**src/rtl/my_sc_fifo.sv**
```systemverilog
// Single-clock 256 x 16 FIFO in normal (non-show-ahead) mode with registered
// read data, registered fill level and flags, and overflow/underflow protection.
module my_sc_fifo #(
  parameter int DATA_WIDTH         = 16,
  parameter int DEPTH              = 256,
  parameter int ADDR_WIDTH         = $clog2(DEPTH),
  parameter int ALMOST_FULL_VALUE  = 240,
  parameter int ALMOST_EMPTY_VALUE = 16
) (
  input  logic                  clock,
  input  logic                  sclr,
  input  logic [DATA_WIDTH-1:0] data,
  input  logic                  wrreq,
  input  logic                  rdreq,
  output logic [DATA_WIDTH-1:0] q,
  output logic [ADDR_WIDTH-1:0] usedw,
  output logic                  empty,
  output logic                  full,
  output logic                  almost_empty,
  output logic                  almost_full
);

  localparam logic [ADDR_WIDTH:0]   LVL_ONE   = (ADDR_WIDTH+1)'(1);
  localparam logic [ADDR_WIDTH:0]   LVL_FULL  = (ADDR_WIDTH+1)'(DEPTH);
  localparam logic [ADDR_WIDTH:0]   LVL_AFULL = (ADDR_WIDTH+1)'(ALMOST_FULL_VALUE);
  localparam logic [ADDR_WIDTH:0]   LVL_AEMPT = (ADDR_WIDTH+1)'(ALMOST_EMPTY_VALUE);
  localparam logic [ADDR_WIDTH-1:0] PTR_ONE   = ADDR_WIDTH'(1);

  logic [DATA_WIDTH-1:0] mem [DEPTH];
  logic [ADDR_WIDTH-1:0] wptr;
  logic [ADDR_WIDTH-1:0] rptr;
  logic [ADDR_WIDTH:0]   level;
  logic [ADDR_WIDTH:0]   level_next;
  logic                  wr_en;
  logic                  rd_en;

  // Flags are registered, so the acceptance gates use last cycle's full/empty.
  assign wr_en = wrreq & ~full & ~sclr;
  assign rd_en = rdreq & ~empty & ~sclr;

  always_comb begin
    level_next = level;
    unique case ({wr_en, rd_en})
      2'b10:   level_next = level + LVL_ONE;
      2'b01:   level_next = level - LVL_ONE;
      default: level_next = level;
    endcase
  end

  // Storage has no reset so it can map onto block RAM.
  always_ff @(posedge clock) begin
    if (wr_en)
      mem[wptr] <= data;
  end

  always_ff @(posedge clock) begin
    if (sclr) begin
      q <= '0;
    end else if (rd_en) begin
      q <= mem[rptr];
    end
  end

  always_ff @(posedge clock) begin
    if (sclr) begin
      wptr  <= '0;
      rptr  <= '0;
      level <= '0;
    end else begin
      if (wr_en)
        wptr <= wptr + PTR_ONE;
      if (rd_en)
        rptr <= rptr + PTR_ONE;
      level <= level_next;
    end
  end

  // Status outputs track the post-edge level; usedw wraps to 0 when full.
  always_ff @(posedge clock) begin
    if (sclr) begin
      usedw        <= '0;
      empty        <= 1'b1;
      full         <= 1'b0;
      almost_empty <= 1'b1;
      almost_full  <= 1'b0;
    end else begin
      usedw        <= level_next[ADDR_WIDTH-1:0];
      empty        <= (level_next == '0);
      full         <= (level_next == LVL_FULL);
      almost_empty <= (level_next < LVL_AEMPT);
      almost_full  <= (level_next >= LVL_AFULL);
    end
  end

endmodule

```
**config.mk**
```make
export PLATFORM = sky130hd
export DESIGN_NAME = my_sc_fifo
export DESIGN_NICKNAME = d
export VERILOG_FILES = /design/src/rtl/my_sc_fifo.sv
export SDC_FILE = /design/constraint.sdc
export NUM_CORES = 2
export LEC_CHECK = 0
export BUFFER_PORTS_ARGS = -buffer_cell sky130_fd_sc_hd__buf_2
export CAP_MARGIN = 30
export CORE_MARGIN = 2
export CORE_UTILIZATION = 40
export CTS_BUF_LIST = sky130_fd_sc_hd__clkbuf_2 sky130_fd_sc_hd__clkbuf_4 sky130_fd_sc_hd__clkbuf_8
export CTS_CLUSTER_DIAMETER = 40
export DETAILED_ROUTE_END_ITERATION = 12
export MAX_ROUTING_LAYER = met4
export PLACE_DENSITY_LB_ADDON = 0.3
export SYNTH_ARGS = -nofsm -noshare
export SYNTH_HDL_FRONTEND = slang
export SYNTH_SLANG_ARGS = --single-unit
```
**constraint.sdc**
```tcl
create_clock -name clock -period 3.42 [get_ports clock]
set_input_delay 0.171 -clock clock [delete_from_list [all_inputs] [get_ports clock]]
set_output_delay 0.171 -clock clock [all_outputs]
set_load 0.05 [all_outputs]
```
**Word-level counts from Yosys, hierarchy flattened**

Memories as Yosys holds them, arrays and structs flattened. A register that Yosys moved wholly into a read port is not among the register bits.
Cells that the tools add are included.

- Flip-flop bits (word level): 37
- Latch bits: 0
- Bits in writable memories: 4096
- Bits in read-only memories: 0
- Bits of input ports: 20
- Output and inout port bits: 28
- Word-level logic and storage cells: 29
- Memories kept: 1

Memories:

| memory | depth | bits a word | read ports | clocked after Yosys merged registers in | wr ports | RTL line | RTL |
|---|---|---|---|---|---|---|---|
| mem | 256 | 16 | 1 | 1 | 1 | 29 | `logic [DATA_WIDTH-1:0] mem [DEPTH];` |

- Add/sub/neg operators: 4
- $mul: 0
- Divide/modulo/power cells: 0
- Order comparisons: 2
- Eq/ne operators: 3
- Shifts and indexed selects: 0
- Multiplexer cells: 3
- Bitwise operators: 7
- Reduce and logical (&&, ||, !) cells: 1

Operators by type and width:

| kind | number |
|---|---|
| $pmux W9 S2 | 1 |
| $add A8 B1 Y8 const B | 2 |
| $add A9 B1 Y9 const B | 1 |
| $eq A9 B9 Y1 const B | 1 |
| $ge A9 B8 Y1 const B | 1 |
| $logic_not A9 Y1 | 1 |
| $lt A9 B5 Y1 const B | 1 |
| $sub A9 B1 Y9 const B | 1 |
| $and A1 B1 Y1 | 4 |
| $not A1 Y1 | 3 |
| $eq A2 B1 Y1 const B | 1 |
| $eq A2 B2 Y1 const B | 1 |
| $mux W1 | 2 |

**Logic depth before layout (Yosys ltp)**

- Depth in word-level cells: 6
- Mapped depth: 13
- Gate-level depth less buffers: 11

**Worst setup path after synthesis**

No wires, ideal clock.

- Kind: register -> register
- Start: reg full
- End: mem mem[100][0] (enable)
- Setup time: 0.388 ns
- Arrival time: 2.581 ns
- Slack: 0.450 ns
- Stages on the path, launching flop included: 8
- Cells stage by stage: dfxtp_1 > nand2b_1 > nor2_1 > clkbuf_1 > clkbuf_1 > nand3_1 > clkbuf_1 > nor2_1

- Cells in the longest elaborated chain, start to end: 5

Ends and longest elaborated chain:

| what | RTL line | RTL |
|---|---|---|
| start, declared | 18 | `output logic full,` |
| start signal, assigned | 89 | `full <= (level_next == LVL_FULL);` |
| $not A1 Y1 | 38 | `assign wr_en = wrreq & ~full & ~sclr;` |
| $and A1 B1 Y1 (2 in series) | 38 |  |
| $mux W1 | 52 | `if (wr_en)` |
| $mux W1 (not written as such) | 53 | `mem[wptr] <= data;` |
| end, declared | 29 |  |

No other way between the ends.

==> results.txt <==
----------------------------------------------------
[Route]
  Top Layer Used ... met4
  Met1 WL ... 186 mm
  Via count ... 84,800
  Starting DRC count in detailed routing ... 11,800
  Initial DRT Pass Iterations ... 6
  WL/cell ... 33.1 µm
  Residual DRC ... 0
  Met3 WL post-DR ... 49.1 mm
  Met2 wire len ... 225 mm
  Final ANT Viol Nets ... 0
  Drt via density ... 5.86
  Final WL ... 479 mm

[Yosys]
  Top cell type's share of synthesized area ... 0.768
  Cell area after synthesis ... 0.160 mm²
  Adder and majority cell fraction of the synthesized area ... 0.000547
  Synth Instances ... 7,418
  Count of unique library cells instantiated by Yosys ... 86
  Fraction of synthesis flops using an asynchronous set or reset pin ... 0
  Total of flip-flops plus latches after synthesis ... 4,141
  Share of cell area taken by muxes after synthesis ... 0.157
  Area fraction in and, or, nand and nor cells after synthesis ... 0.0197
  Cells taking the most area after synthesis ... sky130_fd_sc_hd__edfxtp_1 (77%), sky130_fd_sc_hd__mux4_2 (13%), sky130_fd_sc_hd__mux2i_1 (2.4%), sky130_fd_sc_hd__nor2_1 (0.92%), sky130_fd_sc_hd__dfxtp_1 (0.56%)
  Syn Area/Cell ... 21.6 µm²
  Number of enable-type register cells in the synthesized netlist ... 4,096
  Dominant register cell in the synthesized netlist ... sky130_fd_sc_hd__edfxtp_1
  Net count of the mapped netlist ... 7,445
  Dominant cell type by area after synthesis ... sky130_fd_sc_hd__edfxtp_1
  Compound-cell area share of the yosys netlist ... 0.0298
  Sequential fraction of the synthesis area ... 0.773
  Synthesized-area fraction occupied by xor and xnor cells ... 0.00126
  Dominant combinational cell family by area after synthesis ... multiplexers
  Yosys synthesis warning count ... 0

[Global routing]
  Via count of the first global-routing pass ... 84,500
  Pin count of the biggest net entering global routing ... 145
  Number of antenna violations at the first check in global routing ... 34
  Remaining global-route overflow ... 0
  First-pass GRT wire length ... 664 mm
  Total routing resource utilization after global routing ... 0.239

[Floorplan]
  Y dimension of the die ... 637 µm
  Ports placed on the boundary ... 48
  Core region area ... 0.399 mm²
  Horizontal die dimension ... 637 µm
  Number of placement rows ... 232
  Full die area ... 0.406 mm²
  Starting density of the core ... 0.401

[Worst hold path]
  Class of the most critical hold timing path ... in2reg
  Hold Crit Start ... data[9]

[Place]
  Placed Instances ... 13,300
  IO Port Bufs ... 47
  Detail Placement HPWL ... 295 mm
  Placer's final routability congestion estimate ... 0.945

[Critical path]
  Critical path launch point ... rptr[0]
  Worst Path Arrival ... 4500 ps
  Worst setup path category ... reg2reg
  Highest fanout seen on the critical path ... 19
  Sort of element at the start of the critical path ... register
  CP endpoint kind ... register
  R2r startpoint ... rptr[0]
  Required time of the critical path ... 4520 ps

[Power and ir drop]
  Leakage power ... 58.9 nW
  Combinational share of power ... 0.060
  NetSw ... 23.2 mW
  Switching share of total power ... 0.225
  Proportion of power drawn by flip-flops and latches ... 0.540
  P_int ... 80.2 mW
  Worst IR Drop VDD ... 0.458 mV
  Total power ... 103 mW
  Power density cells ... 551 mW/mm²
  Clock group share of total power ... 0.400

[Timing]
  Slew Limit Fails ... 0
  Unrepaired setup endpoints after global routing ... yes
  Hold Violations, Final ... 0
  Max-Slew Margin vs Limit ... 0.263
  Fmax ... 294 MHz
  Endpoints failing setup ... 0
  Shortest period the worst path allows ... 3400 ps
  Post-route clock period utilization ... 0.995
  Worst-Margin Slew ... 1100 ps
  Post-route clock skew ... 54.9 ps
  Setup TNS Final ... 0 ps

[CTS]
  Clock net sink count ... 4,141
  Maximum buffer depth of the clock tree ... 4
  Clock latency of the later-clocked register in the worst-skew pair ... 1210 ps
  Total CTS buffers ... 657
  CTS tree ... built
  Level count of the clock H-tree ... 6
  Clock-pin slew of the registers on the worst-case setup and hold paths ... 60 ps
  Clock Tree Root ... sky130_fd_sc_hd__clkbuf_8

[Final layout]
  Leading cell type in the layout, fill and taps excluded ... sky130_fd_sc_hd__edfxtp_1
  Fraction of layout instances using a drive strength above 1 ... 0.348
  Most used cells in the layout excluding fill and tap cells ... sky130_fd_sc_hd__edfxtp_1 (4,096), sky130_fd_sc_hd__mux4_2 (940), sky130_fd_sc_hd__buf_4 (804)
  Layout Cells excl Fill ... 14,500
  Final net count ... 8,711
  Area Overhead vs Synth ... 17.2%
  Final core utilization ... 0.470

[Job]
  Number of maximum-capacitance violations ... 0

[Outcome]
  Outcome ... complete, no violations

----------------------------------------------------
-- state kept, by name (all words and copies together), names as in the netlist --
register / flops
almost_full: 1
wptr: 8
rptr: 8
level: 9
q: 16
almost_empty: 1
full: 1
mem: 4096
empty: 1
-- worst max-delay path, stage by stage, from the launching register on --
cell                       delay (ps)
sky130_fd_sc_hd__dfxtp_4          350
sky130_fd_sc_hd__buf_12           190
sky130_fd_sc_hd__buf_12           230
sky130_fd_sc_hd__buf_12           230
sky130_fd_sc_hd__buf_4            270
sky130_fd_sc_hd__mux4_2           540
sky130_fd_sc_hd__mux2i_2          290
sky130_fd_sc_hd__o22ai_1          130
sky130_fd_sc_hd__nor3_1           360
sky130_fd_sc_hd__a221oi_1         130
sky130_fd_sc_hd__buf_4            200
sky130_fd_sc_hd__a311o_1          330
-- Yosys cell counts, drive strengths merged, types with 8 or more instances --
library cell  number
edfxtp          4096
mux4             940
nor2             391
mux2i            389
buf              305
nand2            189
clkbuf           155
a21oi            145
o21ai             95
o22ai             90
a221oi            64
nand3             61
a22oi             56
a211oi            49
dfxtp             45
o221ai            40
nor3              24
o211ai            23
nor2b             20
a22o              18
or3               15
xnor2             15
a31oi             12
a2111oi           11
mux2              11
a211o             10
a21o              10
inv                8
nor4               8
xor2               8
-- power by group through the flow --
stage                     clock [mW]  combinational (mW)  sequential [mW]
after floorplan                    0                3.41             57.0
after global placement             0                6.01             57.0
after detailed placement           0                6.10             57.0
after CTS                       42.0                6.19             55.9
after global routing            44.1                6.45             55.8
final                           41.4                6.17             55.9
-- per-layer routing --
| metal | up-vias | global-route usage |
|---|---|---|
| met1 | 45300 | 0.319 |
| met4 | 0 | 0.0854 |
| met3 | 839 | 0.0497 |
| li1 | 33800 | - |
| met2 | 4876 | 0.366 |
| met5 | - | - |
-- area by class of cell --
type | instances | area, µm²
multi-input combinational | 2807 | 33900
sequential | 4141 | 124000
tap | 5265 | 6590
inverter | 10 | 55.1
antenna | 20 | 50.0
timing repair buffer | 1067 | 10500
clock inverter | 292 | 1990
fill | 32700 | 211000
clock buffer | 877 | 10800
-- metrics by stage --
stage / hold slack [ps] / setup WS (ps) / instance area, µm²
2_1_floorplan: 270 / 450 / 160000
5_1_grt: 56.3 / -2.43 / 188000
3_3_place_gp: 479 / -670 / 174000
4_1_cts: 1.30 / -26.7 / 188000
6_report: 79.1 / 17.8 / 188000
3_5_place_dp: 476 / -462 / 174000
-- timing repair --
item / in CTS / in global routing
pin swaps: 0 / 3
cloned: 0 / 0
hold buffers: 25 / 0
gates resized for setup: 11 / 15
hold endpoints to repair: 4120 / 0
endpoints found under the setup margin: 14 / 11
buffers inserted: 4 / 6
-- final timing paths --
check	to	slack, ps	cells past startpoint
max	q[0]	20	11
min	mem[213][9]	80	2
max reg2reg	q[0]	20	11
min reg2reg	q[7]	510	1
-- cells by family after synthesis --
family          after synthesis
xor+xnor                     23
compound gates              691
buf+inv                     470
mux                        1340
fa+ha+maj                     7
simple gates                746
flops                      4141
(Power assumes the default switching activity.)
